$ cat config.mk
export PLATFORM = sky130hd
export DESIGN_NAME = status_frame_reader
export DESIGN_NICKNAME = d
export VERILOG_FILES = /design/src/rtl/status_frame_reader.sv
export SDC_FILE = /design/constraint.sdc
export NUM_CORES = 1
export LEC_CHECK = 0
export ABC_AREA = 1
export BUFFER_PORTS_ARGS = -buffer_cell sky130_fd_sc_hd__buf_2
export CAP_MARGIN = 20
export CORE_ASPECT_RATIO = 0.5
export CORE_MARGIN = 2
export CORE_UTILIZATION = 40
export CTS_BUF_LIST = sky130_fd_sc_hd__clkbuf_4 sky130_fd_sc_hd__clkbuf_8 sky130_fd_sc_hd__clkbuf_16
export DETAILED_ROUTE_END_ITERATION = 10
export PLACE_DENSITY = 0.63
export SLEW_MARGIN = 15
export SYNTH_ARGS = -nofsm -noshare
export SYNTH_HDL_FRONTEND = slang
export SYNTH_SLANG_ARGS = --single-unit
$ cat constraint.sdc
create_clock -name sys_clk -period 4.61 [get_ports sys_clk]
set_input_delay 0.922 -clock sys_clk [delete_from_list [all_inputs] [get_ports sys_clk]]
set_output_delay 0.922 -clock sys_clk [all_outputs]
set_load 0.005 [all_outputs]
$ cat src/rtl/status_frame_reader.sv
// Reads a block of 64-bit status words from a 2-cycle-latency RAM and streams it
// out as a frame: one header word followed by the data words, with backpressure.
module status_frame_reader #(
    parameter logic [15:0] MAGIC      = 16'h5A5A,
    parameter int          FIFO_DEPTH = 4
) (
    input  logic        sys_clk,
    input  logic        rst,
    input  logic        req,
    input  logic [6:0]  req_addr,
    input  logic [6:0]  req_len,
    output logic [6:0]  status_ram_addr,
    output logic        status_ram_rd_en,
    input  logic [63:0] status_ram_data,
    input  logic        status_ram_data_vld,
    output logic [63:0] tx_data,
    output logic        tx_valid,
    input  logic        tx_ready,
    output logic        tx_last,
    output logic        busy,
    output logic        req_drop
);

    localparam int AW = $clog2(FIFO_DEPTH);
    localparam int CW = AW + 2;

    localparam logic [1:0] IDLE  = 2'd0;
    localparam logic [1:0] HDR   = 2'd1;
    localparam logic [1:0] READ  = 2'd2;
    localparam logic [1:0] DRAIN = 2'd3;

    logic [1:0]    state_reg, state_next;
    logic [6:0]    start_addr_reg;
    logic [6:0]    rd_addr_reg;
    logic [7:0]    len_reg;
    logic [7:0]    reads_left_reg;
    logic [7:0]    sent_reg;
    logic [15:0]   seq_reg;
    logic [1:0]    rd_pipe_reg;
    logic          req_drop_reg;

    logic [63:0]   fifo_mem [FIFO_DEPTH];
    logic [AW-1:0] wr_ptr_reg, rd_ptr_reg;
    logic [AW:0]   fifo_count_reg;

    logic [CW-1:0] occupancy;
    logic          fifo_empty;
    logic          issue;
    logic          push;
    logic          pop;
    logic          hdr_acc;
    logic          data_phase;
    logic [63:0]   hdr_word;

    assign hdr_word   = {MAGIC, seq_reg, 17'b0, start_addr_reg, len_reg};
    assign fifo_empty = (fifo_count_reg == '0);
    assign data_phase = (state_reg == READ) || (state_reg == DRAIN);

    // Credit counts words already buffered plus reads still in the RAM pipeline,
    // so a returning word always has a free FIFO slot.
    assign occupancy = CW'(fifo_count_reg) + CW'(rd_pipe_reg[0]) + CW'(rd_pipe_reg[1]);
    assign issue     = (state_reg == READ) && !rst && (occupancy < CW'(FIFO_DEPTH));

    // Only returns matching our own read pipeline are accepted; this drops
    // returns for reads issued before a reset.
    assign push    = status_ram_data_vld && rd_pipe_reg[1];
    assign hdr_acc = (state_reg == HDR) && tx_ready;
    assign pop     = data_phase && !fifo_empty && tx_ready;

    assign tx_valid = (state_reg == HDR) || (data_phase && !fifo_empty);
    assign tx_data  = (state_reg == HDR) ? hdr_word : fifo_mem[rd_ptr_reg];
    assign tx_last  = data_phase && !fifo_empty && (sent_reg == len_reg - 8'd1);

    assign status_ram_rd_en = issue;
    assign status_ram_addr  = rd_addr_reg;
    assign busy             = (state_reg != IDLE);
    assign req_drop         = req_drop_reg;

    always_comb begin
        state_next = state_reg;
        case (state_reg)
            IDLE:    if (req) state_next = HDR;
            HDR:     if (tx_ready) state_next = READ;
            READ:    if (issue && (reads_left_reg == 8'd1)) state_next = DRAIN;
            DRAIN:   if (pop && tx_last) state_next = IDLE;
            default: state_next = IDLE;
        endcase
    end

    always_ff @(posedge sys_clk) begin
        if (rst) begin
            state_reg      <= IDLE;
            start_addr_reg <= '0;
            rd_addr_reg    <= '0;
            len_reg        <= '0;
            reads_left_reg <= '0;
            sent_reg       <= '0;
            seq_reg        <= '0;
            rd_pipe_reg    <= '0;
            req_drop_reg   <= 1'b0;
            wr_ptr_reg     <= '0;
            rd_ptr_reg     <= '0;
            fifo_count_reg <= '0;
        end else begin
            state_reg    <= state_next;
            req_drop_reg <= req && (state_reg != IDLE);
            rd_pipe_reg  <= {rd_pipe_reg[0], issue};

            if ((state_reg == IDLE) && req) begin
                start_addr_reg <= req_addr;
                rd_addr_reg    <= req_addr;
                len_reg        <= (req_len == 7'd0) ? 8'd128 : {1'b0, req_len};
                reads_left_reg <= (req_len == 7'd0) ? 8'd128 : {1'b0, req_len};
                sent_reg       <= '0;
            end

            if (issue) begin
                rd_addr_reg    <= rd_addr_reg + 7'd1;
                reads_left_reg <= reads_left_reg - 8'd1;
            end

            if (hdr_acc)
                seq_reg <= seq_reg + 16'd1;

            if (push)
                wr_ptr_reg <= wr_ptr_reg + AW'(1);

            if (pop) begin
                rd_ptr_reg <= rd_ptr_reg + AW'(1);
                sent_reg   <= sent_reg + 8'd1;
            end

            case ({push, pop})
                2'b10:   fifo_count_reg <= fifo_count_reg + (AW+1)'(1);
                2'b01:   fifo_count_reg <= fifo_count_reg - (AW+1)'(1);
                default: fifo_count_reg <= fifo_count_reg;
            endcase
        end
    end

    always_ff @(posedge sys_clk) begin
        if (push)
            fifo_mem[wr_ptr_reg] <= status_ram_data;
    end

endmodule

==> results of run 1 <==
-- kinds of logic after synthesis --
family,count (synthesis),share of synthesized area (%)
AO/OA/AOI/OAI,306,12.2
flip-flops,324,67.3
buffers and inverters,147,4.25
XOR/XNOR,7,0.456
AND/OR/NAND/NOR,473,14.1
adder cells (fa/ha/maj),17,1.64
-- through the flow --
step,instance area [um2],worst slack [ns],hold slack [ns]
2_1_floorplan,13500,0.356,0.403
3_3_place_gp,14700,1.32,0.417
3_5_place_dp,14700,1.29,0.418
4_1_cts,15700,0.946,0.428
5_1_grt,15700,0.740,0.482
6_report,15800,0.952,0.427
-- layer usage --
| layer | global-route usage [%] | share of wire (%) | up-vias |
|---|---|---|---|
| li1 | - | - | 4719 |
| met1 | 25.0 | 45 | 4807 |
| met2 | 31.4 | 48 | 245 |
| met3 | 3.14 | 4.8 | 41 |
| met4 | 4.51 | 1.9 | 0 |
| met5 | 0 | 0 | - |
-- final timing paths --
| check | slack (ns) | end | cells after the start | from |
|---|---|---|---|---|
| hold reg to reg | 0.43 | rd_pipe_reg[1] | 2 | rd_pipe_reg[0] |
| setup reg to reg | 1.97 | reads_left_reg[4] | 9 | state_reg[0] |
| setup / recovery | 0.95 | tx_data[2] | 7 | flop |
| hold / removal | 0.43 | rd_pipe_reg[1] | 2 | rd_pipe_reg[0] |
-- synthesized netlist by cell type (2+ instances only) --
cell type / n / area share [%]
nor2_2: 2 / 0.093
buf_1: 9 / 0.25
clkbuf_1: 46 / 1.3
nand2_1: 137 / 3.8
and3_1: 2 / 0.093
o21ai_0: 172 / 6.4
o221ai_1: 4 / 0.26
xnor2_1: 2 / 0.13
a21oi_1: 75 / 2.8
edfxtp_1: 256 / 57
or2_2: 3 / 0.14
o22ai_1: 25 / 1.2
xor2_1: 5 / 0.33
o311ai_0: 8 / 0.52
nor2_1: 280 / 7.8
buf_2: 8 / 0.30
ha_1: 16 / 1.5
dfxtp_1: 68 / 10
nand3_2: 3 / 0.22
a31oi_1: 15 / 0.70
nor3_1: 11 / 0.41
inv_2: 2 / 0.056
nand3_1: 28 / 1.0
inv_1: 80 / 2.2
-- critical path: stages (launching register included) --
cell and delay [ns]:
dfxtp_4 0.64, clkinv_2 0.31, buf_4 0.37, o21ai_0 0.23
o22ai_1 0.11, nand2_1 0.11, o21ai_0 0.15, buf_2 0.19
-- report_power, final --
part	switching, mW	internal (mW)	total [mW]
logic	0.769	0.423	1.19
registers	0.0877	3.25	3.34
clock network	1.07	1.48	2.56
-- cell usage in the layout, fill, tap and decap left out, types with 6 or more instances in the layout --
master,instances
clkbuf_16,30
clkbuf_4,9
o21ai_0,172
a31oi_1,15
dfxtp_1,66
edfxtp_1,256
inv_1,79
o311ai_0,8
nand3_1,28
nor2_1,276
buf_2,158
nor3_1,11
buf_4,18
diode_2,6
a21oi_1,75
nand2_1,137
clkinv_2,8
o22ai_1,25
ha_1,16
-- area by class of cell --
class	instances	area (um2)	area share, %
Sequential cell	324	9050	57.5
Multi-Input combinational cell	803	3860	24.5
Timing Repair Buffer	176	926	5.88
Clock buffer	39	818	5.20
Tap cell	441	552	3.50
Inverter	83	315	2.00
Clock inverter	17	209	1.33
Antenna cell	6	15.0	0.0953
==> impl_metrics.tcl, run 1 <==
set metrics [dict create \
    status "finished, final reports clean" \
    utilization_pct 47.6 \
    synth_fp_nets 1374 \
    rows 47 \
    cp_max_fo 58 \
    final_max_slew_viol_count 0 \
    cts_tree "built" \
    cts.repair.resized 0 \
    powerDensity_mw_per_mm2 450 \
    finalSetupTns_ns 0 \
    place_inst 1827 \
    antenna_left 0 \
    grt_antenna_before_repair 5 \
    dpl.hpwl_um 20800 \
    grt_pass1_vias 9385 \
    numCtsBuffers 30 \
    finalNonFillerCells 1889 \
    ys_seq_elements 324 \
    core_mm2 0.0331 \
    die_h_um 134 \
    wl_per_cell_um 17.6 \
    fill_cells 2922 \
    timing.fmax_ghz 0.273 \
    final.min_clock_period_ns 3.66 \
    path_clk_slew_ns 0.06 \
    ctsHoldBuffers 0 \
    layout.nets 1518 \
    htree_levels 1 \
    cp-start-kind "flop" \
    p_total_mw 7.09 \
    synth-async-reset-ratio_pct 0 \
    clockRootBuffer "clkbuf_16" \
    crit_required_ns 3.69 \
    arrival_ns 2.74 \
    cts_buffer_depth 3 \
    hp-class "reg2reg" \
    die_area_mm2 0.0352 \
    netlist_area_mm2 0.0135 \
    peakVddDrop_mv 0.223 \
    grt_max_degree 65 \
    synth.avg_cell_area_um2 10.6 \
    skew_ns 0.0133 \
    seq_area_frac_synth_pct 67.3 \
    layout-drive-gt1-share_pct 17.4 \
    cts_setup_buffers 0 \
    endpoint_kind "primary output" \
    synth-edff-count 256 \
    die_w_um 263 \
    synth_cell_types 41 \
    cts_num_sinks 324 \
    initial_core_util_pct 40.6 \
    port_buffers 158 \
    grt_overflow 0 \
    gp_congestion 0.832 \
    yosys_warnings 0 \
    largest_reg_flops 256 \
    num_vias 9812 \
    clkLatencyLatePin_ns 0.58 \
    drc_errors 0 \
    vias_per_cell 5.19 \
    hold_viol 0 \
    timing.final.crit_share_pct 79.4 \
    syn2layout_area_growth_pct 17.1 \
    rsz0062_at_grt "false" \
    drt_pass1_iterations 5 \
    totalWireLength_um 33200 \
    drtIter0Drc 655 \
    io_pins 159 \
    setup_viol 0 \
    synth_cells 1274 \
    grt_pass1_wl_um 51300 \
    maxCapViolCount 0 \
    slew-limit-headroom_pct 28.1 \
    power_leakage_nw 5.89 \
    track_usage_pct 18.5 \
    synth-main-ff-cell "edfxtp_1" \
    path_class "reg2out" \
    tightest_slew_ns 1.08 \
]
No activity file was read; power rests on OpenSTA's default activity.
==> inputs of run 2 (changes only) <==
- ABC_AREA: 1 -> 0
- PLACE_DENSITY: 0.63 -> 0.66
- clock period: 4.61 -> 3.31 ns (I/O delays scaled with it)
==> run 2 against run 1 <==
  * Worst hold slack got worse by 0.11 ns
  * Die area decreased by 2.2%
  * Register-to-register slack got worse by 1.4 ns
  * Synthesized area decreased by 2.3%
  * Via count decreased by 24%
  * Cell area decreased by 0.43%
  * Sequential cell count unchanged
  * Highest routed layer is now met5
==> impl_metrics.tcl, run 2 <==
set metrics [dict create \
    status "finished, final reports clean" \
    p_sw_share_pct 25.1 \
    yosysMostFrequentCell "edfxtp_1" \
    arrival_ns 2.45 \
    vias_per_cell 5.16 \
    synth_cell_types 49 \
    die_h_um 132 \
    comb_power_share_pct 16.0 \
    grt_pass1_vias 7762 \
    final.min_clock_period_ns 3.11 \
    cp-start-kind "flop" \
    synth_fp_nets 921 \
    layout_common_cells "edfxtp_1, buf_2, dfxtp_1, mux4_2, nand2_1" \
    syn2layout_area_growth_pct 19.3 \
    htree_levels 1 \
    synth_area_leaders "edfxtp_1, mux4_2, dfxtp_1" \
    initial_core_util_pct 41.1 \
    setup_viol 0 \
    clockRootBuffer "clkbuf_16" \
    timing.fmax_ghz 0.322 \
    synth.top_cells.by_count "edfxtp_1, dfxtp_1, mux4_2" \
    clkLatencyLatePin_ns 0.56 \
    pwr-share-clk_pct 37.8 \
    cts.repair.resized 0 \
    synth_xor_area_share_pct 2.00 \
    pwr-share-seq_pct 46.2 \
    regArea_mm2 0.00906 \
    postLayoutCellArea_mm2 0.0157 \
    fill_cells 2717 \
    cpPeakStageDelay_ns 0.52 \
    power_leakage_nw 5.43 \
    grt_overflow 0 \
    drt_pass1_iterations 6 \
    maxCapViolCount 0 \
    wl_per_cell_um 19.4 \
    whs_ns 0.318 \
    gp_congestion 0.836 \
    skew_ns 0.0101 \
    rsz0062_at_grt "false" \
    layout-drive-gt1-share_pct 34.0 \
    synth_top_family_by_area "multiplexers" \
    final_max_slew_viol_count 0 \
    port_buffers 158 \
    tightest_slew_ns 1.01 \
    path_class "reg2out" \
    placed_cell_area_mm2 0.0146 \
    timing.final.crit_share_pct 93.9 \
    internal_power_mw 7.52 \
    crit_chain "inv_1 > ha_1 > xor2_1 > nand3_1 > a2111oi_4 > and3_2 > buf_2" \
    grt_max_degree 72 \
    totalWireLength_um 28100 \
    power_switching_mw 2.52 \
    synth-edff-count 256 \
    finalSetupTns_ns 0 \
    ctsHoldBuffers 0 \
    grt_antenna_before_repair 2 \
    synth-async-reset-ratio_pct 0 \
    utilization_pct 49.0 \
    layout.nets 1090 \
    hold_viol 0 \
    synth-main-ff-cell "edfxtp_1" \
    powerDensity_mw_per_mm2 640 \
    ys_seq_elements 324 \
    cts_num_sinks 324 \
    cts_setup_buffers 0 \
    synth.area.mux_share_pct 13.7 \
    grt_pass1_wl_um 44100 \
    p_total_mw 10.0 \
    hp-class "in2reg" \
    synth_top_area_share_pct 58.5 \
    die_w_um 260 \
    cts_tree "built" \
    critical-path-slowest-cell "dfxtp_1" \
    core_mm2 0.0320 \
    drc_errors 0 \
    io_pins 159 \
    cp_max_fo 7 \
    numCtsBuffers 30 \
    endpoint_kind "primary output" \
    layout_commonest_cell "edfxtp_1" \
    num_vias 7473 \
    cts_buffer_depth 3 \
    peakVddDrop_mv 0.370 \
    slew-limit-headroom_pct 32.8 \
    yosys.area.top_type "edfxtp_1" \
    drtIter0Drc 440 \
    seq_area_frac_synth_pct 68.8 \
    path_clk_slew_ns 0.06 \
    antenna_left 0 \
    track_usage_pct 16.5 \
    cp_top_family "flip-flops" \
    dpl.hpwl_um 18600 \
    synth-simple-area-share_pct 8.11 \
    multi_input_area_mm2 0.00389 \
    rows 46 \
    largest_reg_flops 256 \
    critPathBufInv 2 \
    die_area_mm2 0.0344 \
    synth_compound_area_share_pct 3.89 \
    synth.avg_cell_area_um2 16.0 \
    yosys_warnings 0 \
    synth_cells 821 \
    synth_fa_ha_area_share_pct 1.68 \
    crit_required_ns 2.65 \
    netlist_area_mm2 0.0131 \
]
## run 2: cell count changes after synthesis, moves of 18 or more
| cell | previous run | this run |
|---|---|---|
| o21ai_0 | 172 | 17 |
| mux4_2 | 0 | 64 |
| nor2_1 | 280 | 53 |
| o22ai_1 | 25 | 0 |
| clkbuf_1 | 46 | 28 |
| mux2_2 | 0 | 32 |
| nor2b_1 | 0 | 26 |
| inv_1 | 80 | 20 |
| nand2_1 | 137 | 59 |
| a21oi_1 | 75 | 42 |
## run 2: kinds of logic after synthesis
family | count (synthesis)
xor gates and xnor gates | 30
muxes | 96
DFF | 324
adders and majority gates | 17
AOI/OAI and AO/OA | 82
and+or+nand+nor | 214
buffers and inverters | 58
## run 2: layout make-up
cell class                 count  area share (%)
sequential                   324            57.7
clock buffer                  36            5.45
inverter                      20           0.479
antenna                        1          0.0160
tap                          432            3.45
clock inverter                20            1.61
timing repair buffer         175            6.41
multi-input combinational    439            24.8
## run 2: metrics by stage
step | setup slack [ns] | cells
after floorplan | 0.664 | 821
after global placement | 0.634 | 1390
after detailed placement | 0.540 | 1390
after CTS | 0.150 | 1446
after global routing | 0.0723 | 1447
final | 0.202 | 1447
## run 2: power groups by stage
| stage | logic [mW] | registers (mW) | clock network, mW |
|---|---|---|---|
| finish | 1.61 | 4.64 | 3.79 |
| global route | 1.78 | 4.65 | 4.02 |
| CTS | 1.62 | 4.63 | 3.87 |
| detailed placement | 1.62 | 4.72 | 0 |
| global placement | 1.58 | 4.71 | 0 |
| floorplan | 0.988 | 4.68 | 0 |
## run 2: path summary, 6_finish.rpt
path,start,end,slack (ns),cells after the start
setup / recovery,len_reg[0],tx_last,0.20,7
hold / removal,status_ram_data[44],fifo_mem[0][44],0.32,1
setup reg to reg,state_reg[0],fifo_count_reg[2],0.54,11
hold reg to reg,start_addr_reg[5],start_addr_reg[5],0.47,2
## run 2: metal layers
| metal | global-route usage, % | vias up | routed length, um |
|---|---|---|---|
| met5 | 0 | - | 13 |
| met4 | 4.67 | 2 | 712 |
| met3 | 3.42 | 48 | 1180 |
| met2 | 28.8 | 163 | 14300 |
| met1 | 20.8 | 3781 | 11900 |
| li1 | - | 3479 | - |
## run 2: worst register-to-register path, delay by kind of cell (launching register included)
family / cells / cell delay, ns
adders and majority gates: 3 / 0.83
and+or+nand+nor: 2 / 0.49
buffers and inverters: 3 / 0.52
xor gates and xnor gates: 1 / 0.16
AOI/OAI and AO/OA: 2 / 0.35
DFF: 1 / 0.35
==> inputs of run 3 (changes only) <==
- ABC_AREA: 0 -> 1
==> run 3 against run 2 <==
  * Worst hold slack worse by 0.038 ns
  * Die area up 2.3%
  * Via count up 30%
  * First-iteration DRC count up 77%
  * Setup slack better by 0.044 ns
  * Critical path depth unchanged
  * Non-clock buffer count up 2
  * Sequential power about the same
  * Critical path type unchanged
==> impl_metrics.tcl, run 3 (same netlist as run 1, synthesis figures left out) <==
set metrics [dict create \
    status "finished, final reports clean" \
    powerDensity_mw_per_mm2 615 \
    rsz0062_at_grt "false" \
    ctsHoldBuffers 0 \
    layout_common_cells "nor2_1, edfxtp_1, o21ai_0, buf_2, nand2_1" \
    htree_levels 1 \
    tightest_slew_ns 0.770 \
    clockRootBuffer "clkbuf_16" \
    cp-start-kind "flop" \
    cts_num_sinks 324 \
    cts.repair.resized 0 \
    endpoint_kind "primary output" \
    slew-limit-headroom_pct 48.6 \
    grt_max_degree 129 \
    die_area_mm2 0.0352 \
    largest_reg_flops 256 \
    hold_viol 0 \
    postLayoutCellArea_mm2 0.0158 \
    gp_congestion 0.847 \
    skew_ns 0.0469 \
    fill_cells 2966 \
    arrival_ns 2.40 \
    syn2layout_area_growth_pct 17.3 \
    initial_core_util_pct 40.6 \
    p_total_mw 9.70 \
    num_vias 9731 \
    rows 47 \
    path_class "reg2out" \
    crit_required_ns 2.65 \
    drtIter0Drc 779 \
    power_leakage_nw 5.87 \
    hp-class "in2reg" \
    placed_cell_area_mm2 0.0148 \
    wl_per_cell_um 17.1 \
    timing.fmax_ghz 0.326 \
    setup_viol 0 \
    final_max_slew_viol_count 0 \
    layout_commonest_cell "nor2_1" \
    path_clk_slew_ns 0.07 \
    timing.final.crit_share_pct 92.6 \
    cts_setup_buffers 0 \
    grt_overflow 0 \
    cp_max_fo 128 \
    antenna_left 0 \
    grt_antenna_before_repair 2 \
    die_h_um 134 \
    peakVddDrop_mv 0.389 \
    grt_pass1_wl_um 50100 \
    layout-drive-gt1-share_pct 17.1 \
    cts_tree "built" \
    grt_pass1_vias 9269 \
    totalWireLength_um 32200 \
    whs_ns 0.280 \
    port_buffers 158 \
    maxCapViolCount 0 \
    core_mm2 0.0331 \
    drc_errors 0 \
    io_pins 159 \
    cts_buffer_depth 3 \
    drt_pass1_iterations 6 \
    vias_per_cell 5.15 \
    final.min_clock_period_ns 3.06 \
    dpl.hpwl_um 20000 \
    die_w_um 263 \
    numCtsBuffers 30 \
    layout.nets 1519 \
    track_usage_pct 17.9 \
    clkLatencyLatePin_ns 0.59 \
]
run 3: cell types whose count changed in the layout (fill, tap and decap cells not counted), sizes merged, moves of 33 or more:
cell	previous run	this run
a21oi	42	75
inv	21	82
mux4	64	0
nand2	59	139
nor2	53	283
o21ai	17	173
run 3: final timing paths:
path                                          start           endpoint  slack (ns)  depth (start not counted)
worst max register to register         state_reg[0]  fifo_count_reg[2]        0.95                         12
worst min register to register       rd_pipe_reg[0]     rd_pipe_reg[1]        0.43                          2
worst max-delay path                           flop        tx_data[46]        0.25                          7
worst min-delay path            status_ram_data[57]    fifo_mem[0][57]        0.28                          1
run 3: through the flow:
stage / utilization, % / std cells / TNS (ns) / setup slack (ns)
global placement: 44.7 / 1827 / 0 / 0.711
global route: 47.6 / 1885 / 0 / 0.0880
floorplan: - / 1274 / -175.06 / -0.684
CTS: 47.6 / 1883 / 0 / 0.191
finish: 47.7 / 1888 / 0 / 0.245
detailed placement: 44.7 / 1827 / 0 / 0.713
run 3: final cells by class:
type,instances,area [um2],share of cell area (%)
timing repair buffer,177,1020,6.46
multi-input combinational,803,3860,24.5
tap,441,552,3.50
clock inverter,20,170,1.08
inverter,83,315,2.00
antenna,4,10.0,0.0634
clock buffer,36,796,5.04
sequential,324,9050,57.4
run 3: where the power goes:
part           leakage, nW  switching, mW  internal (mW)
clock                0.475           1.48           1.87
sequential            2.86          0.116           4.53
combinational         2.54           1.09          0.609
run 3: worst max-delay path, cell delays in order, from the launching register on:
cell and delay, ns:
dfxtp_4 0.49, clkinv_2 0.11, buf_12 0.42, o21ai_0 0.16, o22ai_1 0.23, nand2_1 0.07
o21ai_0 0.14, buf_2 0.18
run 3: layer usage:
| metal | part of all wire, % | wire (um) | vias to the layer above | GRT usage [%] |
|---|---|---|---|---|
| li1 | - | - | 4718 | - |
| met1 | 43 | 13900 | 4726 | 23.2 |
| met2 | 49 | 15900 | 226 | 30.7 |
| met3 | 5.1 | 1660 | 61 | 3.70 |
| met4 | 2.4 | 783 | 0 | 5.14 |
| met5 | 0 | 0 | - | 0 |
